File: src/rtl/core_sequencer.sv
// Multi-cycle control sequencer: FETCH/DECODE/EXECUTE/MEM/WB with a sticky HALT.
// Emits fetch/data requests, PC/RF strobes, and counts retired instructions.
module core_sequencer (
    input  logic        clk,
    input  logic        rst,
    output logic        imem_req,
    input  logic        imem_ack,
    output logic        ir_write,
    input  logic        is_load,
    input  logic        is_store,
    input  logic        is_branch,
    input  logic        is_jump,
    input  logic        is_system,
    input  logic        illegal,
    input  logic        reg_write_enable,
    input  logic        branch_taken,
    output logic        dmem_req,
    output logic        dmem_we,
    input  logic        dmem_ack,
    output logic        pc_write,
    output logic        pc_sel,
    output logic        rf_write,
    output logic [2:0]  state,
    output logic        halted,
    output logic [31:0] instret
);

    typedef enum logic [2:0] {
        FETCH   = 3'd0,
        DECODE  = 3'd1,
        EXECUTE = 3'd2,
        MEM     = 3'd3,
        WB      = 3'd4,
        HALT    = 3'd5
    } state_t;

    state_t      state_q, state_d;
    logic [31:0] instret_q;

    always_ff @(posedge clk or posedge rst) begin
        if (rst) state_q <= FETCH;
        else     state_q <= state_d;
    end

    always_ff @(posedge clk or posedge rst) begin
        if (rst)                instret_q <= '0;
        else if (state_q == WB) instret_q <= instret_q + 32'd1;
    end

    // Unused encodings fall into the default arm and land in HALT.
    always_comb begin
        state_d = HALT;
        case (state_q)
            FETCH:   state_d = imem_ack ? DECODE : FETCH;
            DECODE:  state_d = (illegal || is_system || (is_load && is_store)) ? HALT : EXECUTE;
            EXECUTE: state_d = (is_load || is_store) ? MEM : WB;
            MEM:     state_d = dmem_ack ? WB : MEM;
            WB:      state_d = FETCH;
            HALT:    state_d = HALT;
            default: state_d = HALT;
        endcase
    end

    // Gating on rst kills requests in the same cycle reset is asserted.
    always_comb begin
        imem_req = 1'b0;
        ir_write = 1'b0;
        dmem_req = 1'b0;
        dmem_we  = 1'b0;
        pc_write = 1'b0;
        pc_sel   = 1'b0;
        rf_write = 1'b0;
        if (!rst) begin
            case (state_q)
                FETCH: begin
                    imem_req = 1'b1;
                    ir_write = imem_ack;
                end
                MEM: begin
                    dmem_req = 1'b1;
                    dmem_we  = is_store;
                end
                WB: begin
                    pc_write = 1'b1;
                    pc_sel   = is_jump | (is_branch & branch_taken);
                    rf_write = reg_write_enable & ~is_store & ~is_branch;
                end
                default: ;
            endcase
        end
    end

    assign state   = state_q;
    assign halted  = (state_q == HALT);
    assign instret = instret_q;

endmodule

File: config.mk
export PLATFORM = sky130hd
export DESIGN_NAME = core_sequencer
export DESIGN_NICKNAME = d
export VERILOG_FILES = /design/src/rtl/core_sequencer.sv
export SDC_FILE = /design/constraint.sdc
export NUM_CORES = 1
export LEC_CHECK = 0
export CAP_MARGIN = 20
export CELL_PAD_IN_SITES_DETAIL_PLACEMENT = 0
export CELL_PAD_IN_SITES_GLOBAL_PLACEMENT = 2
export CORE_MARGIN = 2
export CORE_UTILIZATION = 29
export DETAILED_ROUTE_END_ITERATION = 16
export GPL_ROUTABILITY_DRIVEN = 0
export HOLD_SLACK_MARGIN = 0.12
export PLACE_DENSITY_LB_ADDON = 0.1
export SYNTH_ARGS = -nofsm -noshare
export SYNTH_HDL_FRONTEND = slang
export SYNTH_SLANG_ARGS = --single-unit
File: constraint.sdc
create_clock -name clk -period 4 [get_ports clk]
set_input_delay 0.6 -clock clk [delete_from_list [all_inputs] [get_ports clk]]
set_output_delay 0.6 -clock clk [all_outputs]
set_load 0.01 [all_outputs]
**After elaboration in Yosys (flattened, before gate mapping)**

Index checks and enable logic that the tools add are counted.

- Word-level logic and storage cells: 38
- Register bits: 35
- Output and inout bits: 43

- Reduce and logical (&&, ||, !) cells: 5
- Multiplexer cells: 19
- Bitwise gates (word level): 6
- Equal/unequal tests: 5
- Add/subtract/negate cells: 1

Operators with widths:

| cell | number |
|---|---|
| 32-bit by 1-bit adder with 32-bit output (second input constant) | 1 |
| 1-bit two-way mux | 15 |
| 3-bit one-hot mux with 5 select lines | 1 |
| 3-bit two-way mux | 3 |
| 3-bit by 2-bit == test with 1-bit output (second input constant) | 2 |
| 3-bit == test (second input constant) | 2 |
| 1-bit AND | 3 |
| 3-bit by 1-bit == test with 1-bit output (second input constant) | 1 |
| 3-bit logical NOT | 1 |
| 1-bit logical OR | 3 |
| 1-bit inverter | 2 |
| 1-bit logical AND | 1 |
| 1-bit OR | 1 |

**Longest topological paths before layout**

- Depth after elaboration: 5
- Depth in mapped cells: 6

**Worst setup path before layout**

OpenSTA, ideal clock, no wires.

- Kind: flip-flop to output port
- Start: register state_q[1], in the netlist state[1]
- End: output rf_write
- Arrival: 1.492 ns
- Slack: 1.908 ns
- Cell stages (with the launch flop): 6
- Data required time: 3.400 ns
- Path through: dfrtp_1 > buf_2 > or3b_1 > buf_2 > nor2_1 > and3_1

- Cells in the longest elaborated chain, start to end: 3

RTL lines:

| what | line | RTL |
|---|---|---|
| start: declaration | 37 | `state_t state_q, state_d;` |
| start signal: assignment | 42 | `else state_q <= state_d;` |
| 3-bit == test | 74 | `case (state_q)` |
| 1-bit two-way mux | 74 |  |
| 1-bit two-way mux | 73 | `if (!rst) begin` |
| end: declaration | 22 | `output logic rf_write,` |

Every way passes these cells.

**Worst setup path in the final report**

- Start: register state_q[0], in the netlist state[0]
- End: output rf_write

Same word-level chain as after synthesis.

==> summary.md <==
| Metric | Value |
|---|---|
| PortBufs | `54` |
| Top-area cell type share of the netlist area | `51.93%` |
| Full die area | `6442 um2` |
| Initial Util | `30.26%` |
| Mapped Nets | `180` |
| Crit path max fanout | `13` |
| Post-Place Worst Slack | `1.317 ns` |
| Die Wd | `80.26 um` |
| Post-detail-place hpwl | `3061 um` |
| Worst Path Buf+Inv | `1` |
| Hold Path Stages | `1` |
| Final TNS setup | `0 ns` |
| Num ports | `55` |
| Max cap viols | `0` |
| Worst-path clk slew | `0.07 ns` |
| Post-route clock period utilization | `70.29%` |
| Unrepaired setup endpoints after global routing | `false` |
| Routed len/inst | `13.77 um` |
| Pwr Density | `372.4 nW/um2` |
| CTS tree | `done` |
| Layout cells sized above 1 | `4.405%` |
| CP delay by family, top | `simple AND/OR/NAND/NOR gates` |
| CP max stage cell | `clkdlybuf4s50_1` |
| Worst skew pair latency | `0.28 ns` |
| Remaining DRCs | `0` |
| Remaining Overflow, GRT | `0` |
| Fmax achieved | `355.7 MHz` |
| Area of the core | `5574 um2` |
| Post-CTS resize count | `0` |
| Largest net degree at the start of global routing | `20` |
| Mapped Area | `1687 um2` |
| # setup viols final | `0` |
| Synth Register Bits | `35` |
| Crit-path cells | `or3b_1, nor2_1, and3_1, clkdlybuf4s50_1` |
| VDD IR-drop max | `0.2131 mV` |
| CP max stage delay | `0.54 ns` |
| Postcts setup bufs | `0` |
| Critical path type | `reg -> out` |
| Synth warn | `0` |
| Post-synth top area cell | `dfrtp_1` |
| Outcome | `finished, final reports clean` |
| Clk sinks | `35` |
| P_leak | `0.9698 nW` |
| Cell types occupying the most area after synthesis | `dfrtp_1, xnor2_1, nand4_1` |
| Post-synth top cells | `dfrtp_1, xnor2_1, nand2_1, nand4_1` |
| CP Data Arrival Time | `2.21 ns` |
| CTS H-tree lvls | `2` |
| Measured slew at the worst slew-check pin | `1.028 ns` |
| Max clock buf depth | `2` |
| Synth unique cells | `28` |
| Clock buffer count from CTS | `5` |
| Gate count after technology mapping | `167` |
| First-pass GRT wire length | `7086 um` |
| ANT nets after route | `0` |
| Vias in the first global route | `1447` |
| Final-report max-slew violation count | `0` |
| Detailed Route Iter0 Violations | `41` |
| TritonRoute pass-1 iters | `4` |
| Power, Total | `0.0008909 W` |
| Slew HR | `30.92%` |
| Total GRT Usage | `14.20%` |
| Mapped Avg Cell Area | `10.10 um2` |
| Count leader, synth | `dfrtp_1` |
| Worst setup SP type | `flop` |
| Share of the yosys chip area belonging to registers | `51.93%` |
| CTS root buf | `clkbuf_8` |
| Synth Flop Type | `dfrtp_1` |
| Vias | `1425` |
| Final nets | `239` |
| Worst Hold Class | `reg -> reg` |
| Routed WL | `4117 um` |
| Die Y | `80.26 um` |
| Num rows | `27` |
| FF-to-FF path depth | `4` |
| Initial antenna violation count | `0` |
| Final number of hold-violating endpoints | `0` |
| Post-synth EDFFs | `0` |
| Required time of the critical path | `3.40 ns` |
| Fin crit period | `2.812 ns` |
| Critical path depth | `4` |
| Post-cts hold buffer count | `0` |
| Final setup margin | `1.188 ns` |
| Diodes inserted | `0` |
| Drt via density | `4.766` |
| # fillers | `565` |
| Final Util | `42.92%` |
| Layout Area Growth over Synthesis | `41.84%` |
| Crit end category | `output pin` |
| Asr flop ratio synth | `100.0%` |
| Clk_skew | `0.002792 ns` |
[through the flow]
step / cell area, um2 / hold slack [ns] / std cells
floorplan: 1687 / 0.5039 / 167
global placement: 2311 / 0.4582 / 291
detailed placement: 2311 / 0.4603 / 291
CTS: 2392 / 0.4735 / 299
global route: 2392 / 0.5047 / 299
finish: 2392 / 0.4738 / 299
[final timing paths]
path / start / end / slack [ns]
max: state[0]$_DFF_PP0_ / rf_write / 1.19
min: instret[31]$_DFFE_PP0N_ / instret[31]$_DFFE_PP0N_ / 0.47
max reg2reg: state[0]$_DFF_PP0_ / instret[28]$_DFFE_PP0N_ / 1.73
min reg2reg: instret[31]$_DFFE_PP0N_ / instret[31]$_DFFE_PP0N_ / 0.47
max in group asynchronous: rst / instret[18]$_DFFE_PP0N_ / 2.47
min in group asynchronous: rst / instret[0]$_DFFE_PP0N_ / 0.83
[state kept, by name (all words and copies together), names as in the netlist]
signal,cells
instret,32
state,3
[report_power, final]
part | internal (W) | switching [W] | total (W)
registers | 0.000384 | 0.0000575 | 0.000442
logic | 0.000118 | 0.0000893 | 0.000207
clock network | 0.000122 | 0.000120 | 0.000242
[kinds of logic (layout without fill, tap and decap cells)]
logic type	Yosys count	in the layout	share of synthesized area (%)
AO/OA/AOI/OAI	10	10	3.338
XOR/XNOR	31	31	16.10
adder cells (fa/ha/maj)	1	1	0.7417
buffers and inverters	9	69	2.151
flip-flops	35	35	51.93
AND/OR/NAND/NOR	81	81	25.74
[final cells by class]
type                    instances  area, um2  share of cell area [%]
clock buffers                   7      76.32                   3.190
multi-input cells             123      774.5                   32.37
flip-flops and latches         35      875.8                   36.61
repair buffers                 55      548.0                   22.91
clock inverters                 1      5.005                  0.2092
well taps                      72      90.09                   3.766
inverters                       6      22.52                  0.9414
[routing by layer]
metal	vias up	wire [um]	global-route usage, %
met2	39	1976	21.92
met3	4	195	3.708
met5	-	0	0
li1	699	-	-
met4	0	28	5.085
met1	683	1916	19.13
[placed cells by master, fill, tap and decap left out]
cell type,count
buf_4,1
nor3_1,10
and4_1,1
nor4_2,1
xor2_1,9
nand4_1,13
or2_1,1
or3_1,1
o21ai_0,1
nor4_1,3
clkbuf_8,5
a211oi_1,2
ha_1,1
dfrtp_1,35
nor2_1,10
xnor2_1,22
or3b_1,1
nand2_1,17
nand3_1,10
or4_1,1
o22ai_1,1
or2_2,2
clkdlybuf4s50_1,54
a21oi_1,6
clkinv_2,1
nor4b_1,1
and2_1,2
nand4bb_1,1
and3_1,6
inv_1,6
clkbuf_1,2
No activity file was read; power rests on OpenSTA's default activity.
